**src/rtl/commit_trace_fifo_if.sv**
```systemverilog
// Commit/trace bundle for commit_trace_fifo.
//   commit0_* : older retiring instruction (valid, pc, instr)
//   commit1_* : younger retiring instruction (valid, pc, instr)
//   trace_*   : in-order replay stream (valid/ready handshake, pc, instr)
// master = commit stage + trace consumer side, slave = the FIFO itself.
interface commit_trace_fifo_if;
  logic        commit0_valid;
  logic [31:0] commit0_pc;
  logic [31:0] commit0_instr;
  logic        commit1_valid;
  logic [31:0] commit1_pc;
  logic [31:0] commit1_instr;
  logic        trace_ready;
  logic        trace_valid;
  logic [31:0] trace_pc;
  logic [31:0] trace_instr;

  modport master (
    output commit0_valid, commit0_pc, commit0_instr,
    output commit1_valid, commit1_pc, commit1_instr,
    output trace_ready,
    input  trace_valid, trace_pc, trace_instr
  );

  modport slave (
    input  commit0_valid, commit0_pc, commit0_instr,
    input  commit1_valid, commit1_pc, commit1_instr,
    input  trace_ready,
    output trace_valid, trace_pc, trace_instr
  );
endinterface

```
**src/rtl/commit_trace_fifo.sv**
```systemverilog
// Commit trace FIFO: buffers up to two retired instructions per cycle and
// replays them one per cycle, oldest first. The CPU is never stalled;
// commits that do not fit are dropped and counted.
// Ports:
//   clk, resetn   : clock, asynchronous active-low reset
//   flush         : synchronous empty (pending commits discarded, not counted)
//   clr_stat      : synchronous clear of overflow/drop_cnt
//   bus           : commit slots in, trace stream out (slave modport)
//   fifo_count    : occupied entries (0..DEPTH)
//   overflow      : sticky flag, at least one commit dropped
//   drop_cnt      : saturating count of dropped commits
module commit_trace_fifo #(
  parameter  int unsigned DEPTH  = 16,
  localparam int unsigned PTR_W  = $clog2(DEPTH),
  parameter  int unsigned DROP_W = 16
) (
  input  logic                  clk,
  input  logic                  resetn,
  input  logic                  flush,
  input  logic                  clr_stat,
  commit_trace_fifo_if.slave    bus,
  output logic [PTR_W:0]        fifo_count,
  output logic                  overflow,
  output logic [DROP_W-1:0]     drop_cnt
);

  localparam logic [PTR_W:0] DEPTH_C = (PTR_W+1)'(DEPTH);

  logic [63:0]       mem_q [DEPTH];
  logic [PTR_W-1:0]  rd_ptr_q, rd_ptr_d;
  logic [PTR_W-1:0]  wr_ptr_q, wr_ptr_d;
  logic [PTR_W-1:0]  wr_ptr_p1;
  logic [PTR_W:0]    count_q, count_d;
  logic [PTR_W:0]    free;
  logic              overflow_q, overflow_d;
  logic [DROP_W-1:0] drop_q, drop_d;
  logic [DROP_W:0]   drop_sum;
  logic [1:0]        n_req, n_wr, n_drop;
  logic              pop, we0, we1;
  logic [63:0]       wdata0, wdata1, head;

  always_comb begin
    // Free space is sampled before any pop: a same-cycle pop never makes room.
    free   = DEPTH_C - count_q;
    n_req  = {1'b0, bus.commit0_valid} + {1'b0, bus.commit1_valid};
    if (free >= (PTR_W+1)'(n_req)) n_wr = n_req;
    else                           n_wr = free[1:0];
    n_drop = n_req - n_wr;
    pop    = (count_q != '0) && bus.trace_ready;

    // Compaction: the first written entry is slot 0 if valid, else slot 1.
    wdata0    = bus.commit0_valid ? {bus.commit0_pc, bus.commit0_instr}
                                  : {bus.commit1_pc, bus.commit1_instr};
    wdata1    = {bus.commit1_pc, bus.commit1_instr};
    we0       = !flush && (n_wr != 2'd0);
    we1       = !flush && (n_wr == 2'd2);
    wr_ptr_p1 = wr_ptr_q + 1'b1;

    wr_ptr_d = wr_ptr_q + PTR_W'(n_wr);
    rd_ptr_d = rd_ptr_q + PTR_W'(pop);
    count_d  = count_q + (PTR_W+1)'(n_wr) - (PTR_W+1)'(pop);
    if (flush) begin
      wr_ptr_d = '0;
      rd_ptr_d = '0;
      count_d  = '0;
    end

    drop_sum   = {1'b0, drop_q} + (DROP_W+1)'(n_drop);
    overflow_d = overflow_q;
    drop_d     = drop_q;
    if (clr_stat) begin
      overflow_d = 1'b0;
      drop_d     = '0;
    end else if (!flush && (n_drop != 2'd0)) begin
      overflow_d = 1'b1;
      drop_d     = drop_sum[DROP_W] ? '1 : drop_sum[DROP_W-1:0];
    end
  end

  always_ff @(posedge clk or negedge resetn) begin
    if (!resetn) begin
      rd_ptr_q   <= '0;
      wr_ptr_q   <= '0;
      count_q    <= '0;
      overflow_q <= 1'b0;
      drop_q     <= '0;
    end else begin
      rd_ptr_q   <= rd_ptr_d;
      wr_ptr_q   <= wr_ptr_d;
      count_q    <= count_d;
      overflow_q <= overflow_d;
      drop_q     <= drop_d;
    end
  end

  // Storage has no reset; an empty FIFO masks it at the outputs.
  always_ff @(posedge clk) begin
    if (we0) mem_q[wr_ptr_q]  <= wdata0;
    if (we1) mem_q[wr_ptr_p1] <= wdata1;
  end

  assign head            = mem_q[rd_ptr_q];
  assign bus.trace_valid = (count_q != '0);
  assign bus.trace_pc    = bus.trace_valid ? head[63:32] : '0;
  assign bus.trace_instr = bus.trace_valid ? head[31:0]  : '0;
  assign fifo_count      = count_q;
  assign overflow        = overflow_q;
  assign drop_cnt        = drop_q;

endmodule

```
**src/flat_wrapper.sv**
```systemverilog
// flat-port wrapper written by rule: the top's interface ports become plain ports
module commit_trace_fifo_flat 
#(
  parameter  int unsigned DEPTH  = 16,
  localparam int unsigned PTR_W  = $clog2(DEPTH),
  parameter  int unsigned DROP_W = 16
)
  (clk, resetn, flush, clr_stat, fifo_count, overflow, drop_cnt, bus_commit0_valid, bus_commit0_pc, bus_commit0_instr, bus_commit1_valid, bus_commit1_pc, bus_commit1_instr, bus_trace_ready, bus_trace_valid, bus_trace_pc, bus_trace_instr);
  commit_trace_fifo_if bus_i ();
  input  logic clk;
  input  logic resetn;
  input  logic flush;
  input  logic clr_stat;
  output logic [PTR_W:0] fifo_count;
  output logic overflow;
  output logic [DROP_W-1:0] drop_cnt;
  input wire logic [$bits(bus_i.commit0_valid)-1:0] bus_commit0_valid;
  input wire logic [$bits(bus_i.commit0_pc)-1:0] bus_commit0_pc;
  input wire logic [$bits(bus_i.commit0_instr)-1:0] bus_commit0_instr;
  input wire logic [$bits(bus_i.commit1_valid)-1:0] bus_commit1_valid;
  input wire logic [$bits(bus_i.commit1_pc)-1:0] bus_commit1_pc;
  input wire logic [$bits(bus_i.commit1_instr)-1:0] bus_commit1_instr;
  input wire logic [$bits(bus_i.trace_ready)-1:0] bus_trace_ready;
  output wire logic [$bits(bus_i.trace_valid)-1:0] bus_trace_valid;
  output wire logic [$bits(bus_i.trace_pc)-1:0] bus_trace_pc;
  output wire logic [$bits(bus_i.trace_instr)-1:0] bus_trace_instr;
  assign bus_i.commit0_valid = bus_commit0_valid;
  assign bus_i.commit0_pc = bus_commit0_pc;
  assign bus_i.commit0_instr = bus_commit0_instr;
  assign bus_i.commit1_valid = bus_commit1_valid;
  assign bus_i.commit1_pc = bus_commit1_pc;
  assign bus_i.commit1_instr = bus_commit1_instr;
  assign bus_i.trace_ready = bus_trace_ready;
  assign bus_trace_valid = bus_i.trace_valid;
  assign bus_trace_pc = bus_i.trace_pc;
  assign bus_trace_instr = bus_i.trace_instr;
  commit_trace_fifo #(.DEPTH(DEPTH), .DROP_W(DROP_W)) u_core (.clk(clk), .resetn(resetn), .flush(flush), .clr_stat(clr_stat), .bus(bus_i), .fifo_count(fifo_count), .overflow(overflow), .drop_cnt(drop_cnt));
endmodule
```
**config.mk**
```make
export PLATFORM = sky130hd
export DESIGN_NAME = commit_trace_fifo_flat
export DESIGN_NICKNAME = d
export VERILOG_FILES = /design/src/rtl/commit_trace_fifo_if.sv /design/src/rtl/commit_trace_fifo.sv /design/src/flat_wrapper.sv
export SDC_FILE = /design/constraint.sdc
export NUM_CORES = 2
export LEC_CHECK = 0
export BUFFER_PORTS_ARGS = -buffer_cell sky130_fd_sc_hd__buf_2
export CORE_MARGIN = 2
export CORE_UTILIZATION = 55
export CTS_BUF_LIST = sky130_fd_sc_hd__clkbuf_16
export DETAILED_ROUTE_END_ITERATION = 8
export HOLD_SLACK_MARGIN = 0.08
export PLACE_DENSITY = 0.75
export RECOVER_POWER = 25
export SYNTH_ARGS = -nofsm -noshare
export SYNTH_HDL_FRONTEND = slang
export SYNTH_SLANG_ARGS = --single-unit
```
**constraint.sdc**
```tcl
create_clock -name clk -period 20.2 [get_ports clk]
set_clock_uncertainty 0.05 [all_clocks]
set_input_delay 2.02 -clock clk [delete_from_list [all_inputs] [get_ports clk]]
set_output_delay 2.02 -clock clk [all_outputs]
set_load 0.02 [all_outputs]
```
# Yosys cells after proc, flatten, opt, wreduce, memory -nomap -nowiden
# Memory sizes are Yosys's and may differ from the RTL's.
# Index checks and enable logic that the tools add are counted.
op_classes:
  n_addsub: 9
  magnitude_cmp: 1
  eq_ne: 1
  muxes: 16
  n_reduce_logical: 9
op_table:
  columns: ["cell", "n"]
  rows:
  - ["$mux W32", 2]
  - ["$mux W64", 1]
  - ["$mux W16", 3]
  - ["$add A16 B2 Y17", 1]
  - ["$mux W4", 2]
  - ["$mux W1", 6]
  - ["$reduce_bool A2 Y1", 3]
  - ["$add A5 B2 Y5", 1]
  - ["$ge A5 B2 Y1", 1]
  - ["$mux W5", 1]
  - ["$reduce_bool A5 Y1", 1]
  - ["$sub A5 B1 Y5", 1]
  - ["$sub A5 B5 Y5 const A", 1]
  - ["$add A4 B1 Y4", 1]
  - ["$add A4 B1 Y4 const B", 1]
  - ["$add A4 B2 Y4", 1]
  - ["$logic_and A1 B1 Y1", 4]
  - ["$add A1 B1 Y2", 1]
  - ["$eq A2 B2 Y1 const B", 1]
  - ["$mux W2", 1]
  - ["$sub A2 B2 Y2", 1]
  - ["$logic_not A1 Y1", 1]
totals:
  reg_bits: 30
  ram_bits: 1024
  word_cells: 42
  memories: 1
mem_list:
  columns: ["name", "words", "width", "read_ports", "rd_ports_with_merged_regs", "write_ports", "line", "text"]
  rows:
  - ["u_core.mem_q", 16, 64, 1, 0, 2, "commit_trace_fifo.sv:29", "logic [63:0] mem_q [DEPTH];"]

# Logic depth before layout (Yosys ltp)
logic_depth:
  word_depth: 8
  mapped_depth: 18

# Worst setup path after synthesis
# Ideal clock, no wire load.
synth_path:
  path_kind: "input -> register"
  from: "in bus_commit1_valid"
  to: "mem u_core.mem_q[5][0], enable pin"
  setup_ns: 0.644
  arrival_time_ns: 9.760
  required_time_ns: 19.506
  setup_slack_ns: 9.746
  cell_stages: 7
  n_path_buf: 0
  cell_sequence: "ha_1 > ha_1 > nor2b_1 > o211a_1 > nand2_1 > mux4_2 > nor4_1"
synth_lines:
  columns: ["item", "line", "text"]
  rows:
  - ["start, declared", "flat_wrapper.sv:20", "input wire logic [$bits(bus_i.commit1_valid)-1:0] bus_commit1_valid;"]
  - ["end, declared", "commit_trace_fifo.sv:29", null]

==> run summary <==
The flow ran to the end, but the final reports show violations. The checks that failed: capacitance limit, slew limit. The synthesized netlist devotes 1.179% of its cell area to compound gates. The later pin in the worst-skew pair is clocked with a latency of 0.71 ns. The cell family contributing the most delay on the critical path is compound AO/OA/AOI/OAI gates. The setup total negative slack came out at 0 ns.

The initial DRC count is 3,607. The pin count of the biggest net entering global routing is 164. The number of gates resized after CTS came out at 0. The first TritonRoute pass finished after 5 iterations. Net switching is 29.42% of the power.

The via count came out at 31,040. The slowest stage of the critical path belongs to the cell sky130_fd_sc_hd__o21ai_0. For this run, design rule violations remaining after detail routing come to 0. Sequential elements use 56.99% of the synthesized area. The count of state elements after synthesis came out at 1,054. For this run, the number of standard cells in the final layout without fillers is 4,572. The final weighted congestion in routability-driven placement is between 0.8 and 0.9.

Across the run, the number of max-cap violations was 25. The simple-gate share of the synthesized area came out at 1.836%. The min-delay analysis places its worst path in the category flip-flop to flip-flop. Setup violations remaining at the end of the flow were counted as 0.

The mean post-synth cell area came out at 17.84 um2. The critical path in this run is classified as input pin to flip-flop. The net switching power came out at approximately 1800 uW.

The global routing usage summed across all routing layers came out at between 20% and 30%. The combined buffer and inverter count along the critical path came out at 4. The total CTS buffers came out at 111. The proportion of synthesized flip-flops having asynchronous set or reset is under 10%. The critical path capture point type is a flip-flop. The most used flip-flop cell after synthesis is sky130_fd_sc_hd__edfxtp_1. The routed design has roughly 150 mm of wire.

By area, the combinational part of the netlist is dominated by multiplexers. The tree is rooted in a sky130_fd_sc_hd__clkbuf_16. The height of the chip is approximately 320 um. The number of I/O port buffers came out at 221. The worst-case vdd ir drop is 87.74 uV.

The post-layout net count came out at 3,329. The initial core utilization is 55.35%. The final period demand of the worst path is slightly above 10 ns. The highest net fanout along the worst path came out at 45. The growth of design area from synthesis to finish came out at 9.177%. The critical path launch point type is an input pin. Counting every net in the synthesized netlist gives 3,256. For this design the static power due to leakage is approximately 0.02 uW. The post-placement cell count came out at 4,357. The multiplexer fraction of the synthesized cell area came out at 36.30%. The transition at the pin with the smallest max-transition slack came out at between 4 and 5 ns. The clock network power share came out at 31.2%. The register-to-register setup slack is 12.86 ns.

The clock net sink count came out at 1,054. The ratio of cells with drive above 1 in the final layout is 46.17%. The longest individual stage delay on the worst path is 3.39 ns. The H-tree level count came out at 3.

The die width came out at 321.0 um. The total number of placement rows came out at 116. Headroom to the max-slew limit came out at -208.6%. The worst path required time is 20.59 ns.

The clock transition at the register clock pins on the worst setup and hold paths after CTS came out at 0.06 ns. The power density over cell area is 103.6 nW/um2. The worst setup margin came out at 9.874 ns. Prior to clock tree synthesis, the placed netlist has a worst setup slack of ~13 ns. The ratio of final minimum period to clock period came out at 51.12%. The fraction of power consumed by sequential logic is 42.2%. Yosys mapped a number of flops with a built-in enable equal to 1,024. Setup repair after global routing left no endpoint under its margin. The number of buffers added to fix hold violations after cts is 0. The upper clock frequency limit came out at 96.84 MHz. The core area came out at 99,860 um2.

Per report_power, the combinational group accounts for 26.6% of the total. The I/O pin total came out at 222. The top cell types in the final layout, fill and taps aside, are sky130_fd_sc_hd__edfxtp_1 (1,024), sky130_fd_sc_hd__mux2_2 (631), sky130_fd_sc_hd__mux2_1 (327), sky130_fd_sc_hd__mux4_2 (321), sky130_fd_sc_hd__buf_2 (196). Summing the areas of all xor and xnor instances in the mapped netlist gives less than 1% of the synthesized area.

The library cell used most frequently in the layout, excluding fill and tap cells, is sky130_fd_sc_hd__edfxtp_1. The HPWL after detailed placement is 78.96 mm. The via-per-instance ratio is between 6 and 7. The post-CTS repair timing setup buffer count is 0. The clock tree from TritonCTS is done. The buffer levels on the longest clock path is 3.

The cell count after synthesis came out at 3,099. The area of the mapped netlist is about 55,000 um2. The number of pins with negative max-slew slack in the final report came to between 600 and 700. The number of global-route vias before repair was 32,230. The critical path arrival is 10.72 ns. The detailed-route wire length per cell came out at between 30 and 40 um. The full die area is 103,100 um2.

During synthesis, Yosys emitted a total of 0 warnings. The global-route wire length before repair is 219.3 mm. The remaining antenna violation count after routing is 0. The global route total overflow came out at 0.

The adder-cell area share of the yosys netlist is less than 1%. The hold violation total from the final report is 0. Walking the worst path, the cells encountered are clkbuf_1 > ha_1 > inv_1 > ha_1 > inv_1 > o211ai_1 > nor3_1 > o21ai_0 > buf_4 > mux2_2. The internal cell power is 4411 uW.

The number of library cell types mapped by synthesis came out at 57. The number of antenna violations at the first check in global routing is 17.
-- routing by layer --
layer / share of wire, % / GRT usage [%] / vias to the layer above
met5: 0.028 / 1.135 / -
met4: 3.1 / 9.408 / 8
met3: 9.7 / 5.239 / 341
met2: 49 / 48.10 / 1758
met1: 38 / 39.97 / 16280
li1: - / - / 12650
-- logic make-up after synthesis --
group                      Yosys count
xor gates and xnor gates             9
DFF                               1054
adders and majority gates           22
buffers and inverters              347
and+or+nand+nor                    177
AOI/OAI and AO/OA                   78
muxes                             1412
-- registers in the layout, indices dropped and copies added (netlist names) --
register / cells
u_core.wr_ptr_q: 4
u_core.mem_q: 1024
u_core.drop_cnt: 16
u_core.fifo_count: 5
u_core.overflow: 1
u_core.rd_ptr_q: 4
-- worst reg2reg max path, delay by kind of cell, from the launching register on --
family                   cells  cell delay [ns]
AO/OA/AOI/OAI                2             3.82
buffers and inverters        3             1.33
adder cells (fa/ha/maj)      2             0.72
multiplexers                 1             0.49
flip-flops                   1             0.43
AND/OR/NAND/NOR              1             0.23
-- layout make-up --
class	instances	area, um2
diodes	8	20.02
clock inverters	94	616.8
flip-flops and latches	1054	31520
well taps	1298	1624
fillers	7220	39510
multi-input cells	1698	22130
inverters	20	75.07
repair buffers	287	1540
clock buffers	113	2828
-- power by group through the flow --
stage | sequential, uW | combinational [uW] | clock, uW
floorplan | 2650 | 1200 | 0
global placement | 2670 | 1640 | 0
detailed placement | 2680 | 1680 | 0
CTS | 2640 | 1680 | 1970
global route | 2650 | 1760 | 2050
finish | 2640 | 1660 | 1950
-- metrics by stage --
step / area [um2] / hold WS (ns) / power [uW] / util (%)
2_1_floorplan: 55270 / 0.5334 / 3856 / -
3_3_place_gp: 57190 / 0.4550 / 4316 / 57.28
3_5_place_dp: 57190 / 0.4299 / 4357 / 57.28
4_1_cts: 60640 / 0.4542 / 6292 / 60.72
5_1_grt: 60340 / 0.4685 / 6466 / 60.43
6_report: 60350 / 0.4555 / 6250 / 60.43
-- path summary, 6_finish.rpt --
path	cells after the start	to	start
setup reg to reg	9	u_core.mem_q[2][32]$_DFFE_PP_	u_core.fifo_count[0]$_DFF_PN0_
max in group asynchronous	1	u_core.rd_ptr_q[0]$_DFF_PN0_	resetn
setup / recovery	10	u_core.mem_q[2][32]$_DFFE_PP_	bus_commit0_valid
min in group asynchronous	1	u_core.drop_cnt[15]$_DFFE_PN0P_	resetn
hold / removal	1	u_core.overflow$_DFFE_PN0P_	u_core.overflow$_DFFE_PN0P_
hold reg to reg	1	u_core.overflow$_DFFE_PN0P_	u_core.overflow$_DFFE_PN0P_
-- synthesized netlist by cell type, types with 17 or more instances --
cell type                  number  share of area (%)
sky130_fd_sc_hd__mux2_4       147                4.0
sky130_fd_sc_hd__nor2_1        29               0.20
sky130_fd_sc_hd__ha_1          19               0.43
sky130_fd_sc_hd__buf_4         30               0.41
sky130_fd_sc_hd__mux4_2       321                 13
sky130_fd_sc_hd__edfxtp_1    1024                 56
sky130_fd_sc_hd__buf_6         23               0.47
sky130_fd_sc_hd__dfrtp_1       30                1.4
sky130_fd_sc_hd__buf_1         21               0.14
sky130_fd_sc_hd__mux2_2       635                 13
sky130_fd_sc_hd__and2_1        71               0.80
sky130_fd_sc_hd__buf_2         61               0.55
sky130_fd_sc_hd__nor2b_1       19               0.22
sky130_fd_sc_hd__clkbuf_1     192                1.3
sky130_fd_sc_hd__inv_1         20               0.14
sky130_fd_sc_hd__mux2_1       309                6.3
sky130_fd_sc_hd__nand2_1       17               0.12
Note: power is estimated with default switching activity, not from simulation.
